===== config.mk =====
export PLATFORM = sky130hd
export DESIGN_NAME = apb_burst_sequencer_flat
export DESIGN_NICKNAME = d
export VERILOG_FILES = /design/src/rtl/apb_burst_sequencer_if.sv /design/src/rtl/apb_burst_sequencer.sv /design/src/flat_wrapper.sv
export SDC_FILE = /design/constraint.sdc
export NUM_CORES = 1
export LEC_CHECK = 0
export ABC_AREA = 1
export CAP_MARGIN = 20
export CELL_PAD_IN_SITES_DETAIL_PLACEMENT = 1
export CELL_PAD_IN_SITES_GLOBAL_PLACEMENT = 1
export CORE_AREA = 3 3 158 160
export CTS_BUF_LIST = sky130_fd_sc_hd__clkbuf_16
export CTS_CLUSTER_SIZE = 25
export DETAILED_ROUTE_END_ITERATION = 16
export DIE_AREA = 0 0 161 163
export GPL_ROUTABILITY_DRIVEN = 0
export PLACE_DENSITY_LB_ADDON = 0.1
export SYNTH_ARGS = -nofsm -noshare
export SYNTH_HDL_FRONTEND = slang
export SYNTH_SLANG_ARGS = --single-unit

===== constraint.sdc =====
create_clock -name clk -period 2.7 [get_ports clk]
set_input_delay 0.27 -clock clk [delete_from_list [all_inputs] [get_ports clk]]
set_output_delay 0.27 -clock clk [all_outputs]
set_load 0.01 [all_outputs]

===== src/rtl/apb_burst_sequencer_if.sv =====
// Command, write-data, read-data and bridge request/completion signals of the burst sequencer.
interface apb_burst_sequencer_if #(
    parameter int unsigned ADDR_WIDTH = 32,
    parameter int unsigned DATA_WIDTH = 32,
    parameter int unsigned STRB_SIZE  = 4
);
    // burst command
    logic                  cmd_valid;
    logic                  cmd_ready;
    logic                  cmd_wr;
    logic [ADDR_WIDTH-1:0] cmd_addr;
    logic [2:0]            cmd_len;
    logic [STRB_SIZE-1:0]  cmd_strb;
    // write data stream
    logic                  wdata_valid;
    logic                  wdata_ready;
    logic [DATA_WIDTH-1:0] wdata;
    // read data stream and status
    logic                  rdata_valid;
    logic [DATA_WIDTH-1:0] rdata;
    logic                  busy;
    logic                  err;
    // bridge request side
    logic                  trnsfr;
    logic                  wr;
    logic [STRB_SIZE-1:0]  strb;
    logic [ADDR_WIDTH-1:0] address;
    logic [DATA_WIDTH-1:0] data_in;
    // bridge completion side
    logic                  brg_ready;
    logic [DATA_WIDTH-1:0] brg_data_out;

    // sequencer side
    modport master (
        input  cmd_valid, cmd_wr, cmd_addr, cmd_len, cmd_strb,
        input  wdata_valid, wdata,
        input  brg_ready, brg_data_out,
        output cmd_ready, wdata_ready, rdata_valid, rdata, busy, err,
        output trnsfr, wr, strb, address, data_in
    );

    // command source, data endpoints and bridge side
    modport slave (
        output cmd_valid, cmd_wr, cmd_addr, cmd_len, cmd_strb,
        output wdata_valid, wdata,
        output brg_ready, brg_data_out,
        input  cmd_ready, wdata_ready, rdata_valid, rdata, busy, err,
        input  trnsfr, wr, strb, address, data_in
    );
endinterface


===== src/rtl/apb_burst_sequencer.sv =====
// Burst command front end for the APB bridge: one bridge transfer per beat,
// write data pulled from a valid/ready stream, read data returned as strobes,
// and a watchdog that aborts a beat the bridge never completes.
module apb_burst_sequencer #(
    parameter int unsigned ADDR_WIDTH  = 32,
    parameter int unsigned DATA_WIDTH  = 32,
    parameter int unsigned STRB_SIZE   = 4,
    parameter int unsigned TIMEOUT_CYC = 64
) (
    input  logic                     clk,
    input  logic                     rst,
    apb_burst_sequencer_if.master    bus
);

    // Watchdog holds 0..TIMEOUT_CYC-2; the abort decision in that last cycle
    // makes err land exactly TIMEOUT_CYC cycles after the trnsfr cycle.
    localparam int unsigned WD_W = (TIMEOUT_CYC > 2) ? $clog2(TIMEOUT_CYC) : 1;
    localparam logic [WD_W-1:0] WD_LAST = WD_W'(TIMEOUT_CYC - 2);

    typedef enum logic [2:0] {
        S_IDLE,
        S_WAIT_WDATA,
        S_ISSUE,
        S_WAIT_DONE,
        S_WAIT_LOW
    } state_t;

    state_t                state_q;
    logic [ADDR_WIDTH-1:0] base_q;
    logic [2:0]            len_q;
    logic [2:0]            beat_q;
    logic [WD_W-1:0]       wd_q;
    logic                  brg_ready_q;

    logic                  cmd_ready_q;
    logic                  wdata_ready_q;
    logic                  rdata_valid_q;
    logic [DATA_WIDTH-1:0] rdata_q;
    logic                  busy_q;
    logic                  err_q;
    logic                  trnsfr_q;
    logic                  wr_q;
    logic [STRB_SIZE-1:0]  strb_q;
    logic [ADDR_WIDTH-1:0] address_q;
    logic [DATA_WIDTH-1:0] data_in_q;

    logic                  brg_rise;

    // Completion is the rising edge of the bridge ready, so a long ready counts once.
    assign brg_rise = bus.brg_ready & ~brg_ready_q;

    assign bus.cmd_ready   = cmd_ready_q;
    assign bus.wdata_ready = wdata_ready_q;
    assign bus.rdata_valid = rdata_valid_q;
    assign bus.rdata       = rdata_q;
    assign bus.busy        = busy_q;
    assign bus.err         = err_q;
    assign bus.trnsfr      = trnsfr_q;
    assign bus.wr          = wr_q;
    assign bus.strb        = strb_q;
    assign bus.address     = address_q;
    assign bus.data_in     = data_in_q;

    // Burst FSM; every output is a register updated on the transition into its state.
    always_ff @(posedge clk) begin
        if (rst) begin
            state_q       <= S_IDLE;
            base_q        <= '0;
            len_q         <= '0;
            beat_q        <= '0;
            wd_q          <= '0;
            brg_ready_q   <= 1'b0;
            cmd_ready_q   <= 1'b0;
            wdata_ready_q <= 1'b0;
            rdata_valid_q <= 1'b0;
            rdata_q       <= '0;
            busy_q        <= 1'b0;
            err_q         <= 1'b0;
            trnsfr_q      <= 1'b0;
            wr_q          <= 1'b0;
            strb_q        <= '0;
            address_q     <= '0;
            data_in_q     <= '0;
        end else begin
            brg_ready_q   <= bus.brg_ready;
            rdata_valid_q <= 1'b0;
            err_q         <= 1'b0;
            trnsfr_q      <= 1'b0;

            case (state_q)
                S_IDLE: begin
                    cmd_ready_q <= 1'b1;
                    if (bus.cmd_valid && cmd_ready_q) begin
                        base_q      <= bus.cmd_addr;
                        len_q       <= bus.cmd_len;
                        wr_q        <= bus.cmd_wr;
                        strb_q      <= bus.cmd_strb;
                        beat_q      <= '0;
                        cmd_ready_q <= 1'b0;
                        busy_q      <= 1'b1;
                        if (bus.cmd_wr) begin
                            wdata_ready_q <= 1'b1;
                            state_q       <= S_WAIT_WDATA;
                        end else begin
                            trnsfr_q  <= 1'b1;
                            address_q <= bus.cmd_addr;
                            state_q   <= S_ISSUE;
                        end
                    end
                end

                S_WAIT_WDATA: begin
                    if (bus.wdata_valid) begin
                        data_in_q     <= bus.wdata;
                        wdata_ready_q <= 1'b0;
                        trnsfr_q      <= 1'b1;
                        address_q     <= base_q + ADDR_WIDTH'(beat_q);
                        state_q       <= S_ISSUE;
                    end
                end

                S_ISSUE: begin
                    wd_q    <= '0;
                    state_q <= S_WAIT_DONE;
                end

                S_WAIT_DONE: begin
                    if (brg_rise) begin
                        if (!wr_q) begin
                            rdata_q       <= bus.brg_data_out;
                            rdata_valid_q <= 1'b1;
                        end
                        state_q <= S_WAIT_LOW;
                    end else if (wd_q == WD_LAST) begin
                        // abort: drop the remaining beats of the burst
                        err_q       <= 1'b1;
                        busy_q      <= 1'b0;
                        cmd_ready_q <= 1'b1;
                        state_q     <= S_IDLE;
                    end else begin
                        wd_q <= wd_q + WD_W'(1);
                    end
                end

                S_WAIT_LOW: begin
                    if (!bus.brg_ready) begin
                        if (beat_q == len_q) begin
                            busy_q      <= 1'b0;
                            cmd_ready_q <= 1'b1;
                            state_q     <= S_IDLE;
                        end else begin
                            beat_q <= beat_q + 3'd1;
                            if (wr_q) begin
                                wdata_ready_q <= 1'b1;
                                state_q       <= S_WAIT_WDATA;
                            end else begin
                                trnsfr_q  <= 1'b1;
                                address_q <= base_q + ADDR_WIDTH'(3'(beat_q + 3'd1));
                                state_q   <= S_ISSUE;
                            end
                        end
                    end
                end

                default: begin
                    state_q <= S_IDLE;
                end
            endcase
        end
    end

endmodule

===== src/flat_wrapper.sv =====
// flat-port wrapper written by rule: the top's interface ports become plain ports
module apb_burst_sequencer_flat 
#(
    parameter int unsigned ADDR_WIDTH  = 32,
    parameter int unsigned DATA_WIDTH  = 32,
    parameter int unsigned STRB_SIZE   = 4,
    parameter int unsigned TIMEOUT_CYC = 64
)
  (clk, rst, bus_cmd_valid, bus_cmd_wr, bus_cmd_addr, bus_cmd_len, bus_cmd_strb, bus_wdata_valid, bus_wdata, bus_brg_ready, bus_brg_data_out, bus_cmd_ready, bus_wdata_ready, bus_rdata_valid, bus_rdata, bus_busy, bus_err, bus_trnsfr, bus_wr, bus_strb, bus_address, bus_data_in);
  apb_burst_sequencer_if #(.ADDR_WIDTH(ADDR_WIDTH), .DATA_WIDTH(DATA_WIDTH), .STRB_SIZE(STRB_SIZE)) bus_i ();
  input  logic clk;
  input  logic rst;
  input wire logic [$bits(bus_i.cmd_valid)-1:0] bus_cmd_valid;
  input wire logic [$bits(bus_i.cmd_wr)-1:0] bus_cmd_wr;
  input wire logic [$bits(bus_i.cmd_addr)-1:0] bus_cmd_addr;
  input wire logic [$bits(bus_i.cmd_len)-1:0] bus_cmd_len;
  input wire logic [$bits(bus_i.cmd_strb)-1:0] bus_cmd_strb;
  input wire logic [$bits(bus_i.wdata_valid)-1:0] bus_wdata_valid;
  input wire logic [$bits(bus_i.wdata)-1:0] bus_wdata;
  input wire logic [$bits(bus_i.brg_ready)-1:0] bus_brg_ready;
  input wire logic [$bits(bus_i.brg_data_out)-1:0] bus_brg_data_out;
  output wire logic [$bits(bus_i.cmd_ready)-1:0] bus_cmd_ready;
  output wire logic [$bits(bus_i.wdata_ready)-1:0] bus_wdata_ready;
  output wire logic [$bits(bus_i.rdata_valid)-1:0] bus_rdata_valid;
  output wire logic [$bits(bus_i.rdata)-1:0] bus_rdata;
  output wire logic [$bits(bus_i.busy)-1:0] bus_busy;
  output wire logic [$bits(bus_i.err)-1:0] bus_err;
  output wire logic [$bits(bus_i.trnsfr)-1:0] bus_trnsfr;
  output wire logic [$bits(bus_i.wr)-1:0] bus_wr;
  output wire logic [$bits(bus_i.strb)-1:0] bus_strb;
  output wire logic [$bits(bus_i.address)-1:0] bus_address;
  output wire logic [$bits(bus_i.data_in)-1:0] bus_data_in;
  assign bus_i.cmd_valid = bus_cmd_valid;
  assign bus_i.cmd_wr = bus_cmd_wr;
  assign bus_i.cmd_addr = bus_cmd_addr;
  assign bus_i.cmd_len = bus_cmd_len;
  assign bus_i.cmd_strb = bus_cmd_strb;
  assign bus_i.wdata_valid = bus_wdata_valid;
  assign bus_i.wdata = bus_wdata;
  assign bus_i.brg_ready = bus_brg_ready;
  assign bus_i.brg_data_out = bus_brg_data_out;
  assign bus_cmd_ready = bus_i.cmd_ready;
  assign bus_wdata_ready = bus_i.wdata_ready;
  assign bus_rdata_valid = bus_i.rdata_valid;
  assign bus_rdata = bus_i.rdata;
  assign bus_busy = bus_i.busy;
  assign bus_err = bus_i.err;
  assign bus_trnsfr = bus_i.trnsfr;
  assign bus_wr = bus_i.wr;
  assign bus_strb = bus_i.strb;
  assign bus_address = bus_i.address;
  assign bus_data_in = bus_i.data_in;
  apb_burst_sequencer #(.ADDR_WIDTH(ADDR_WIDTH), .DATA_WIDTH(DATA_WIDTH), .STRB_SIZE(STRB_SIZE), .TIMEOUT_CYC(TIMEOUT_CYC)) u_core (.clk(clk), .rst(rst), .bus(bus_i));
endmodule

==> results by group, run 1 <==
Outcome
  • Outcome: complete, no violations

Pwr
  • Clock power frac: 31.3%
  • Switch Pwr: 0.00284 W
  • Sequential power share: 36.9%
  • Combinational share of power: between 30% and 40%
  • Lkg Pwr: a little under 4 nW
  • Peak VDD IR: ~0.38 mV
  • Net Sw Frac: 34.8%
  • Total power: slightly above 0.008 W
  • Cell-internal power: between 0.005 and 0.006 W
  • Cell Pwr Density: around 800 nW/um2

Yosys
  • Synth top area cells: dfxtp_1, nand2_1, nor2_1
  • Post-synth ARST share: 0%
  • Cells after Synth: 1024
  • Synthesized cell area: 7080 um2
  • Post-synth top area share: 43.8%
  • Syn Area/Cell: 6.92 um2
  • EDFF count, synth: 0
  • Distinct cells, synth: 36
  • Post-synth net total: 1141
  • Main synth FF type: dfxtp_1
  • Most area-hungry cell type in the Yosys netlist: dfxtp_1
  • Seq cells post-synth: between 150 and 200
  • Top-count cell post-synth: nand2_1
  • Synth cell count leaders: nand2_1, nor2_1, dfxtp_1, o21ai_0, a21oi_1
  • Seq/Total Area, Yosys: 43.8%
  • Ys Warns: 0

Drt
  • # DRC: 0
  • Final WL: 24.9 mm
  • DR iter-0 viols: about 360
  • First-pass DRT Iterations: 4
  • Total number of vias: 7386
  • DR WL/cell: 15.9 um
  • DR vias/cell: 4.72
  • Antenna-violating nets left: 0

STA
  • Fmax: around 400 MHz
  • Worst-Margin Slew: between 0.7 and 0.8 ns
  • RSZ-0062 raised after global routing: false
  • Max transition margin: 52.7%
  • Final period util: 92.1%
  • Max Slew Vio Count: 0
  • Final min period: 2.49 ns
  • Setup tns final: 0 ns
  • Clk_skew: approximately 0.015 ns
  • Final Hold Viols: 0
  • Setup violations, final: 0

Flow run
  • Max Cap Violations: 0

Worst setup path
  • Cell chain of the critical path: nor2_2 > nand2_2 > inv_4 > ha_1 > inv_1 > ha_1 > inv_1 > fa_2 > inv_1 > nand2_1 > nand2_2 > nand2_2 > buf_4 > nor2_2 > nand2_1 > nand2_1 > nand3_1 > a21oi_1
  • CP Launch Type: flip-flop
  • Buf/Inv on CP: 5
  • Crit-path max FO: 5
  • Crit path DAT: 2.85 ns
  • Top delay family on crit path: simple AND/OR/NAND/NOR gates
  • Critical path required time: 3.06 ns
  • Critical path class: reg2reg
  • CP peak stage delay: 0.33 ns
  • Slowest CP cell: dfxtp_2
  • Crit end category: flip-flop

Die
  • Die height: 163 um
  • Cell row count: 56
  • Die ar.: around 26000 um2
  • I/O Pins: 216
  • DIE WIDTH: around 160 um
  • Initial Utilization: 30.1%
  • Area of the core: 23500 um2

Place
  • Hpwl dp: ~18 mm
  • Number of cells after detailed placement: 1530
  • Buffers on Ports: 215

Global route
  • Total congestion overflow: 0
  • Total GRT Usage: 18.8%
  • Largest net degree at the start of global routing: 66
  • Initial antenna violation count: 1
  • First-pass GRT wire length: roughly 40 mm
  • Vias in the first global route: 7468

Clocking
  • Clock sinks: between 150 and 200
  • CTS tree: yes
  • Later-pin clock latency in the skew report: 0.43 ns
  • CTS Buf Count: 17
  • Reg clk slew, reported paths: 0.08 ns
  • Hold_buf cts: 0
  • Clk buf depth: 2
  • Root buffer cell: clkbuf_16
  • H-Tree Depth: 4

Worst hold path
  • Hold Path Class: in2reg

Final layout
  • Nets: 1349
  • Post-Layout Cell Count: 1565
  • Fin util: approximately 44%
  • Area Overhead vs Synth: 45.0%
  • Layout cells sized above 1: approximately 6.5%
## worst register-to-register path: cells and delay by family (launching register included)
kind                     cells  cell delay [ns]
AO/OA/AOI/OAI                1             0.15
adder cells (fa/ha/maj)      3             0.71
buffers and inverters        5             0.40
flip-flops                   1             0.33
AND/OR/NAND/NOR              9             0.84
## path summary, 6_finish.rpt
check	slack, ns	cells after the start	startpoint	end
max	0.21	18	u_core.state_q[1]	u_core.bus.address[20]
min reg2reg	0.44	2	u_core.bus.rdata[7]	u_core.bus.rdata[7]
min	0.42	3	bus_wdata[10]	u_core.bus.data_in[10]
max reg2reg	0.21	18	u_core.state_q[1]	u_core.bus.address[20]
## through the flow
step	hold WS (ns)	area [um2]	worst slack, ns
after floorplan	0.348	7080	0.187
after global placement	0.430	9600	0.124
final	0.416	10300	0.214
after CTS	0.405	10200	0.0342
after detailed placement	0.435	9600	0.0447
after global routing	0.417	10300	0.0232
## cell type report
class / instances / area [um2]
clock buffer: 17 / 425
multi-input combinational: 719 / 3370
tap: 319 / 399
timing repair buffer: 238 / 2400
clock inverter: 15 / 188
sequential: 155 / 3100
inverter: 101 / 384
fill: 2972 / 13300
antenna: 1 / 2.50
## cells in the final DEF, fill, tap and decap left out, drive strengths merged
cell / instances
nand4: 6
inv: 107
dfxtp: 155
mux2i: 1
clkdlybuf4s50: 215
nor3: 3
nand3b: 2
buf: 23
a21oi: 116
xor2: 9
ha: 7
clkinvlp: 3
a22oi: 3
o21ai: 134
or2: 3
clkinv: 3
nor3b: 2
nand2: 196
nand3: 50
clkbuf: 17
a211oi: 2
xnor2: 1
and3: 1
diode: 1
fa: 1
nor2: 182
bufinv: 3
## layer usage
layer  wire [um]  GRT usage [%]  vias up
met5           0              0        -
met4         402           5.32        0
met3        2050           6.77       26
met2       11500           31.0      179
met1       11000           23.3     3465
li1            -              -     3716
## registers in the layout, indices dropped and copies added, names as in the netlist, 3 cells and up
| name | flops |
|---|---|
| u_core.base_q | 32 |
| u_core.beat_q | 3 |
| u_core.bus.address | 32 |
| u_core.bus.data_in | 32 |
| u_core.bus.rdata | 32 |
| u_core.bus.strb | 4 |
| u_core.len_q | 3 |
| u_core.state_q | 3 |
| u_core.wd_q | 6 |
## logic make-up (layout without fill, tap and decap cells)
group	Yosys count	after routing	share of synthesized area, %
buf+inv	150	371	8.92
flops	155	155	43.8
mux	1	1	0.141
fa+ha+maj	8	8	1.52
xor+xnor	10	10	1.24
other cells	0	1	0
compound gates	255	255	18.4
simple gates	445	445	26.0
## power by group through the flow
stage          Sequential (W)  Combinational (W)  Clock, W
3_5_place_dp          0.00305            0.00257         0
4_1_cts               0.00301            0.00259   0.00261
3_3_place_gp          0.00305            0.00255         0
6_report              0.00301            0.00259   0.00254
5_1_grt               0.00306            0.00291   0.00271
2_1_floorplan         0.00310            0.00134         0
## repair_timing
action,in CTS,in global routing
gates resized for setup,0,8
setup endpoints to repair,0,10
buffers inserted,0,1
Note: power is estimated with default switching activity, not from simulation.
==> run 2: changes to the inputs <==
--- a/config.mk
+++ b/config.mk
@@ -11,7 +11,6 @@
 export CELL_PAD_IN_SITES_GLOBAL_PLACEMENT = 1
 export CORE_AREA = 3 3 158 160
 export CTS_BUF_LIST = sky130_fd_sc_hd__clkbuf_16
-export CTS_CLUSTER_SIZE = 25
 export DETAILED_ROUTE_END_ITERATION = 16
 export DIE_AREA = 0 0 161 163
 export GPL_ROUTABILITY_DRIVEN = 0
@@ -19,3 +18,4 @@
 export SYNTH_ARGS = -nofsm -noshare
 export SYNTH_HDL_FRONTEND = slang
 export SYNTH_SLANG_ARGS = --single-unit
+export TNS_END_PERCENT = 50
==> results of run 2 <==
The final DEF is identical to that of run 1; final timing and power are the same.
==> run 3: changes to the inputs <==
--- a/config.mk
+++ b/config.mk
@@ -14,6 +14,7 @@
 export DETAILED_ROUTE_END_ITERATION = 16
 export DIE_AREA = 0 0 161 163
 export GPL_ROUTABILITY_DRIVEN = 0
+export HOLD_SLACK_MARGIN = 0.08
 export PLACE_DENSITY_LB_ADDON = 0.1
 export SYNTH_ARGS = -nofsm -noshare
 export SYNTH_HDL_FRONTEND = slang
==> results of run 3 <==
The final DEF is identical to that of run 1; final timing and power are the same.
